### src/rtl/nbody_pkg.sv
// rtl/nbody_pkg.sv - shared types and default latencies for the n-body step sequencer
package nbody_pkg;

  localparam int DEF_BODIES          = 512;
  localparam int DEF_MULT_LATENCY    = 8;
  localparam int DEF_ADD_LATENCY     = 20;
  localparam int DEF_INVSQRT_LATENCY = 30;
  localparam int DEF_ACCL_LATENCY    = 123;

  typedef enum logic [1:0] {
    PHASE_IDLE  = 2'd0,
    PHASE_ACCEL = 2'd1,
    PHASE_POS   = 2'd2
  } phase_t;

  typedef enum logic [2:0] {
    S_IDLE,
    S_ACCEL,
    S_ACCEL_DRAIN,
    S_POS,
    S_POS_DRAIN,
    S_DONE
  } state_t;

  function automatic phase_t phase_of(input state_t s);
    case (s)
      S_ACCEL, S_ACCEL_DRAIN: phase_of = PHASE_ACCEL;
      S_POS, S_POS_DRAIN:     phase_of = PHASE_POS;
      default:                phase_of = PHASE_IDLE;
    endcase
  endfunction

endpackage

### src/rtl/nbody_delay_line.sv
// rtl/nbody_delay_line.sv - valid+payload shift register with synchronous clear
module nbody_delay_line #(
  parameter int DEPTH = 1,
  parameter int WIDTH = 1
) (
  input  logic             clk,
  input  logic             rst_n,
  input  logic             clr_i,
  input  logic             valid_i,
  input  logic [WIDTH-1:0] data_i,
  output logic             valid_o,
  output logic [WIDTH-1:0] data_o
);

  logic [DEPTH-1:0] valid_q;
  logic [WIDTH-1:0] data_q [DEPTH];

  always_ff @(posedge clk or negedge rst_n) begin
    if (!rst_n) begin
      for (int k = 0; k < DEPTH; k++) begin
        valid_q[k] <= 1'b0;
        data_q[k]  <= '0;
      end
    end else if (clr_i) begin
      for (int k = 0; k < DEPTH; k++) begin
        valid_q[k] <= 1'b0;
        data_q[k]  <= '0;
      end
    end else begin
      valid_q[0] <= valid_i;
      data_q[0]  <= data_i;
      for (int k = 1; k < DEPTH; k++) begin
        valid_q[k] <= valid_q[k-1];
        data_q[k]  <= data_q[k-1];
      end
    end
  end

  assign valid_o = valid_q[DEPTH-1];
  assign data_o  = data_q[DEPTH-1];

endmodule

### src/rtl/nbody_step_sequencer.sv
// rtl/nbody_step_sequencer.sv - step scheduler: pair reads, latency-matched valids, position updates
module nbody_step_sequencer
  import nbody_pkg::*;
#(
  parameter int BODIES          = DEF_BODIES,
  parameter int BODY_ADDR_WIDTH = $clog2(BODIES),
  parameter int ACCL_LATENCY    = DEF_ACCL_LATENCY,
  parameter int ADD_LATENCY     = DEF_ADD_LATENCY,
  parameter int STEP_WIDTH      = 16
) (
  input  logic                       clk,
  input  logic                       rst,
  input  logic                       start,
  input  logic                       abort,
  input  logic [BODY_ADDR_WIDTH:0]   num_bodies,
  input  logic [STEP_WIDTH-1:0]      num_steps,
  input  logic                       done_ack,
  output logic                       busy,
  output logic                       done,
  output logic [1:0]                 phase,
  output logic                       first_step,
  output logic                       rd_valid,
  output logic [BODY_ADDR_WIDTH-1:0] rd_i,
  output logic [BODY_ADDR_WIDTH-1:0] rd_j,
  output logic                       rd_self,
  output logic                       acc_valid,
  output logic [BODY_ADDR_WIDTH-1:0] acc_i,
  output logic [BODY_ADDR_WIDTH-1:0] acc_j,
  output logic                       acc_self,
  output logic                       acc_last,
  output logic                       pos_rd_valid,
  output logic [BODY_ADDR_WIDTH-1:0] pos_rd_addr,
  output logic                       pos_wr_en,
  output logic [BODY_ADDR_WIDTH-1:0] pos_wr_addr,
  output logic [STEP_WIDTH-1:0]      step_count
);

  localparam int AW   = BODY_ADDR_WIDTH;
  localparam int NW   = AW + 1;
  localparam int AP_W = 2 * AW + 2;

  state_t                state_q, state_d;
  phase_t                phase_q;
  logic [NW-1:0]         n_q, n_d, n_clamped, n_last;
  logic [STEP_WIDTH-1:0] s_q, s_d, step_q, step_d, step_inc;
  logic                  rd_valid_q, rd_valid_d, rd_self_q, rd_self_d;
  logic [AW-1:0]         rd_i_q, rd_i_d, rd_j_q, rd_j_d, pos_addr_q, pos_addr_d;
  logic                  pos_valid_q, pos_valid_d, first_q, first_d;
  logic                  busy_q, done_q, clr;
  logic                  i_last, j_last, pos_last, acc_done, wr_done;
  logic [AP_W-1:0]       acc_in, acc_out;

  assign n_clamped = (num_bodies > NW'(BODIES)) ? NW'(BODIES) : num_bodies;
  assign n_last    = n_q - NW'(1);
  assign i_last    = ({1'b0, rd_i_q} == n_last);
  assign j_last    = ({1'b0, rd_j_q} == n_last);
  assign pos_last  = ({1'b0, pos_addr_q} == n_last);
  assign acc_done  = acc_valid && acc_last && ({1'b0, acc_i} == n_last);
  assign wr_done   = pos_wr_en && ({1'b0, pos_wr_addr} == n_last);
  assign step_inc  = step_q + STEP_WIDTH'(1);

  always_comb begin
    state_d     = state_q;
    n_d         = n_q;
    s_d         = s_q;
    step_d      = step_q;
    first_d     = first_q;
    rd_valid_d  = 1'b0;
    rd_i_d      = rd_i_q;
    rd_j_d      = rd_j_q;
    pos_valid_d = 1'b0;
    pos_addr_d  = pos_addr_q;
    clr         = 1'b0;
    if (abort && state_q != S_IDLE) begin
      state_d = S_IDLE;
      first_d = 1'b0;
      clr     = 1'b1;
    end else begin
      case (state_q)
        S_IDLE: if (start) begin
          n_d    = n_clamped;
          s_d    = num_steps;
          step_d = '0;
          if (n_clamped == '0 || num_steps == '0) begin
            state_d = S_DONE;
          end else begin
            state_d    = S_ACCEL;
            first_d    = 1'b1;
            rd_valid_d = 1'b1;
            rd_i_d     = '0;
            rd_j_d     = '0;
          end
        end
        S_ACCEL: begin
          // j is the inner index; the last pair hands off to the drain.
          if (j_last && i_last) begin
            state_d = S_ACCEL_DRAIN;
          end else if (j_last) begin
            rd_valid_d = 1'b1;
            rd_i_d     = rd_i_q + AW'(1);
            rd_j_d     = '0;
          end else begin
            rd_valid_d = 1'b1;
            rd_j_d     = rd_j_q + AW'(1);
          end
        end
        S_ACCEL_DRAIN: if (acc_done) begin
          state_d     = S_POS;
          pos_valid_d = 1'b1;
          pos_addr_d  = '0;
        end
        S_POS: begin
          if (pos_last) begin
            state_d = S_POS_DRAIN;
          end else begin
            pos_valid_d = 1'b1;
            pos_addr_d  = pos_addr_q + AW'(1);
          end
        end
        S_POS_DRAIN: if (wr_done) begin
          step_d  = step_inc;
          first_d = 1'b0;
          if (step_inc == s_q) begin
            state_d = S_DONE;
          end else begin
            state_d    = S_ACCEL;
            rd_valid_d = 1'b1;
            rd_i_d     = '0;
            rd_j_d     = '0;
          end
        end
        S_DONE: if (done_ack) state_d = S_IDLE;
        default: state_d = S_IDLE;
      endcase
    end
    rd_self_d = rd_valid_d && (rd_i_d == rd_j_d);
  end

  always_ff @(posedge clk or negedge rst) begin
    if (!rst) begin
      state_q     <= S_IDLE;
      phase_q     <= PHASE_IDLE;
      n_q         <= '0;
      s_q         <= '0;
      step_q      <= '0;
      first_q     <= 1'b0;
      rd_valid_q  <= 1'b0;
      rd_i_q      <= '0;
      rd_j_q      <= '0;
      rd_self_q   <= 1'b0;
      pos_valid_q <= 1'b0;
      pos_addr_q  <= '0;
      busy_q      <= 1'b0;
      done_q      <= 1'b0;
    end else begin
      state_q     <= state_d;
      phase_q     <= phase_of(state_d);
      n_q         <= n_d;
      s_q         <= s_d;
      step_q      <= step_d;
      first_q     <= first_d;
      rd_valid_q  <= rd_valid_d;
      rd_i_q      <= rd_i_d;
      rd_j_q      <= rd_j_d;
      rd_self_q   <= rd_self_d;
      pos_valid_q <= pos_valid_d;
      pos_addr_q  <= pos_addr_d;
      busy_q      <= (state_d != S_IDLE);
      done_q      <= (state_d == S_DONE);
    end
  end

  // Payload is zeroed when not valid so idle delay-line outputs read as 0.
  assign acc_in = rd_valid_q ? {rd_i_q, rd_j_q, rd_self_q, j_last} : '0;

  nbody_delay_line #(.DEPTH(ACCL_LATENCY), .WIDTH(AP_W)) u_acc_line (
    .clk     (clk),
    .rst_n   (rst),
    .clr_i   (clr),
    .valid_i (rd_valid_q),
    .data_i  (acc_in),
    .valid_o (acc_valid),
    .data_o  (acc_out)
  );

  nbody_delay_line #(.DEPTH(ADD_LATENCY + 1), .WIDTH(AW)) u_pos_line (
    .clk     (clk),
    .rst_n   (rst),
    .clr_i   (clr),
    .valid_i (pos_valid_q),
    .data_i  (pos_valid_q ? pos_addr_q : '0),
    .valid_o (pos_wr_en),
    .data_o  (pos_wr_addr)
  );

  assign {acc_i, acc_j, acc_self, acc_last} = acc_out;
  assign busy         = busy_q;
  assign done         = done_q;
  assign phase        = phase_q;
  assign first_step   = first_q;
  assign rd_valid     = rd_valid_q;
  assign rd_i         = rd_i_q;
  assign rd_j         = rd_j_q;
  assign rd_self      = rd_self_q;
  assign pos_rd_valid = pos_valid_q;
  assign pos_rd_addr  = pos_addr_q;
  assign step_count   = step_q;

endmodule

### config.mk
export PLATFORM = sky130hd
export DESIGN_NAME = nbody_step_sequencer
export DESIGN_NICKNAME = d
export VERILOG_FILES = /design/src/rtl/nbody_pkg.sv /design/src/rtl/nbody_delay_line.sv /design/src/rtl/nbody_step_sequencer.sv
export SDC_FILE = /design/constraint.sdc
export NUM_CORES = 2
export LEC_CHECK = 0
export CORE_ASPECT_RATIO = 0.5
export CORE_MARGIN = 2
export CORE_UTILIZATION = 58
export CTS_BUF_LIST = sky130_fd_sc_hd__clkbuf_2 sky130_fd_sc_hd__clkbuf_4 sky130_fd_sc_hd__clkbuf_8
export DETAILED_ROUTE_END_ITERATION = 8
export PLACE_DENSITY_LB_ADDON = 0.2
export SYNTH_ARGS = -nofsm -noshare
export SYNTH_HDL_FRONTEND = slang
export SYNTH_HIERARCHICAL = 1
export SYNTH_SLANG_ARGS = --single-unit
export TNS_END_PERCENT = 1
### constraint.sdc
create_clock -name clk -period 3.47 [get_ports clk]
set_clock_uncertainty 0.2 [all_clocks]
set_input_delay 0.694 -clock clk [delete_from_list [all_inputs] [get_ports clk]]
set_output_delay 0.694 -clock clk [all_outputs]
set_load 0.02 [all_outputs]
==> results.md <==
* Global placement routability congestion at 0.822
* Fraction of layout cells with a size suffix above 1 at 0.155
* Critical Path Start Type: register
* Global-route wire length before repair at 259,000 um
* Pwr per Cell Area at 629 nW/um^2
* Row count at 105
* Initial antenna violation count at 2
* Crit path kind: register to register
* CTS tree: yes
* Max Buffers Root-to-Sink at 4
* Wirelength per Cell at 15.7 um
* Slew Limit Fails at 0
* CP endpoint: rd_self
* DP Worst Slack at -412 ps
* Hpwl dp at 88,800 um
* Vias in the first global route at 48,700
* Ranking of synthesized cells by area: dfrtp_1, nor2b_1, and2b_1
* Actual slew at the worst max-slew pin at 748 ps
* Largest net degree at the start of global routing at about 120
* Fin crit share at 1.02
* Post-synth top flop: dfrtp_1
* Dominant cell type by area after synthesis: dfrtp_1
* CP peak stage delay at 560 ps
* DRC at 0
* Critical Path Stages at 16
* Period minus WS final at about 3600 ps
* Max cap viols at 0
* Synth top cells by count: dfrtp_1, nor2b_1, clkbuf_1, and2b_1, nand2_1
* CTS Sinks at ~2,900
* Top cell type's share of synthesized area at 0.752
* Reg2Reg Depth at 16
* Die Width at 578 um
* Root buffer cell: clkbuf_8
* Critical Path RT at 4100 ps
* Area grow syn2layout at 15.4%
* Fmax at 281 MHz
* DR vias at 45,700
* Reg2reg setup slack at -80 ps
* Net Sw Frac at 0.256
* Worst hold path class: register to register
* Reg2reg end: rd_self
* VDD IR-drop max at 0.000328 V
* Slowest CP cell: or4_1
* CP top delay family: simple AND/OR/NAND/NOR gates
* Share of power burned in registers at 0.492
* Vias/cell at 4.73
* Pre-Repair DR Iteration Count at 5
* Most common cell in the netlist: dfrtp_1
* Power Total at 69.4 mW
* CP Cell Sequence: inv_2, ha_4, or3b_4, buf_4, a21oi_1, o32ai_1, o31ai_1, or4_1, buf_6, nor2_8, buf_4, a21oi_1, a211o_1, xnor2_1, nand2_1, nor4_2
* Final setup TNS at -99.6 ps
* Total Nets Final at around 7,200
* CP Data Arrival Time at 4180 ps
* Max-slew headroom at 0.501
* Cells after Synth at approximately 6,700
* Post-Syn Area at 95,600 um^2
* Worst R2R Start: n_q[0]
* Starting DRT DRC Count at 2,419
* Placed cells at roughly 9,000
* Die Ht at 291 um
* Post-synth EDFFs at 0
* Number of port buffers at 112
* Total grt overflow at 0
* Status: complete, but fails checks
* Final Non-Filler Cells at 9,657
* Worst-path clk slew at 60 ps
* Netlist cell types at 85
* Synth Net Count at 6,701
* Post-route ant nets at 0
* Yosys Warn Count at 6
* Filler cells at ~11,000
* Violated checks: setup timing
* Crit path buf inv count at 4
* Setup crit end kind: register
* # setup viols final at 2
* Final core occ at 0.673
* Seq cells post-synth at 2,873
* Routed WL at 152,000 um
* CTS Buf Count at 375
* Register area share after synthesis at 0.752
* RSZ-0062 raised after global routing: yes
* Gr usage total at 0.190
* Core Box Area at 164,000 um^2
* Worst skew pair latency at 920 ps
* Comb pwr share at 0.132
* Synthesized area per cell at 14.3 um^2
* Initial Utilization at 0.583
* Leak at 58.0 nW
* Worst Slack Setup Final at -82.4 ps
* Fin. Hold Viols at 0
* I/O pin cnt at 113
* DIE AREA at 168,000 um^2
* Fraction of registers with async set/reset at 1.00
* Worst Path Max Fanout at 8
* # H-tree levels at 5
* Pint at 51.6 mW
* Switching pwr at 17.8 mW
* Worst setup startpoint: n_q[0]
* Clock share of power at 0.376
==> stage by stage <==
step / hold slack [ps] / cell area, um^2
after floorplan: 198 / 95600
after global placement: 235 / 102000
after detailed placement: 240 / 102000
after CTS: 141 / 110000
after global routing: 174 / 110000
final: 208 / 110000
==> sequential cells by signal, summed over array words and instances (netlist names), 10 cells and up <==
name,count
step_count,16
u_pos_line/valid_q,21
u_acc_line/valid_q,123
u_pos_line/data_q,180
u_acc_line/data_o,20
u_acc_line/data_q,2440
n_q,10
s_q,16
==> routing by layer <==
metal  part of all wire  track usage  vias up
met5           0.000059            0        -
met4              0.022       0.0549        2
met3              0.037       0.0388      261
met2               0.43        0.268      515
met1               0.51        0.302    23400
li1                   -            -    21500
==> worst min path at each step <==
stage                                       start                      end  slack (ps)  depth (start not counted)
final                       u_pos_line/data_q[60]    u_pos_line/data_q[51]         210                          1
after global routing                          rst   u_acc_line/data_q[975]         170                          2
after CTS                                     rst   u_acc_line/data_q[975]         140                          2
after detailed placement  u_acc_line/data_q[1410]  u_acc_line/data_q[1390]         240                          1
after global placement    u_acc_line/data_q[1569]  u_acc_line/data_q[1549]         230                          1
after floorplan                               rst                     busy         200                          0
==> final cells by class <==
type / count / area, um^2 / share of cell area
sequential: 2873 / 71900 / 0.652
clock buffer: 593 / 7520 / 0.0681
multi-input combinational: 3384 / 22000 / 0.199
antenna: 1 / 2.50 / 0.0000227
tap: 2193 / 2740 / 0.0249
inverter: 16 / 67.6 / 0.000612
clock inverter: 65 / 569 / 0.00516
timing repair buffer: 532 / 5540 / 0.0502
==> cell usage in the layout (no fill, tap or decap), drive strengths merged, types with 5 or more instances in the layout <==
cell           netlist  layout
nand3               28      28
clkdlybuf4s50        0     111
o21a                 6       6
and2b              203     203
nor2b             2598    2598
or4                  6       6
and3                 9       9
nor3                29      29
nand2               62      62
inv                 16      22
clkbuf             296     593
a31oi                7       7
o21ai               43      43
mux2                18      18
nand4               14      14
and2                34      34
o31ai               15      15
clkinv               0      48
a211o                7       7
ha                   5       5
nand2b              18      18
a21oi               27      27
buf                 96     420
nor4                17      17
nor2                58      58
bufinv               0       7
xnor3                5       5
and4                 5       5
nor3b                7       7
xor2                33      33
dfrtp             2873    2873
o211ai               8       8
xnor2               48      48
==> cells by family (layout without fill, tap and decap cells) <==
family,Yosys count,count (layout),synth area share
flops,2873,2873,0.752
mux,21,21,0.00244
buf+inv,408,1206,0.0197
xor+xnor,86,86,0.00868
simple gates,3110,3110,0.204
compound gates,162,162,0.0119
other cells,0,1,0
fa+ha+maj,5,5,0.000655
==> what timing repair did <==
| action | in CTS | in global routing |
|---|---|---|
| gates cloned | 0 | 0 |
| hold endpoints to repair | 155 | 0 |
| setup buffers | 4 | 2 |
| setup endpoints to repair | 31 | 32 |
| gates resized for setup | 23 | 23 |
| pin swaps | 11 | 11 |
| hold buffers | 1 | 0 |
==> power groups by stage <==
| stage | Sequential (mW) | Clock [mW] | Combinational (mW) |
|---|---|---|---|
| global route | 34.2 | 28.6 | 10.1 |
| finish | 34.2 | 26.1 | 9.16 |
| floorplan | 34.7 | 0 | 5.03 |
| CTS | 34.2 | 27.0 | 9.20 |
| global placement | 34.8 | 0 | 8.83 |
| detailed placement | 34.8 | 0 | 8.97 |
Note: power is estimated with default switching activity, not from simulation.
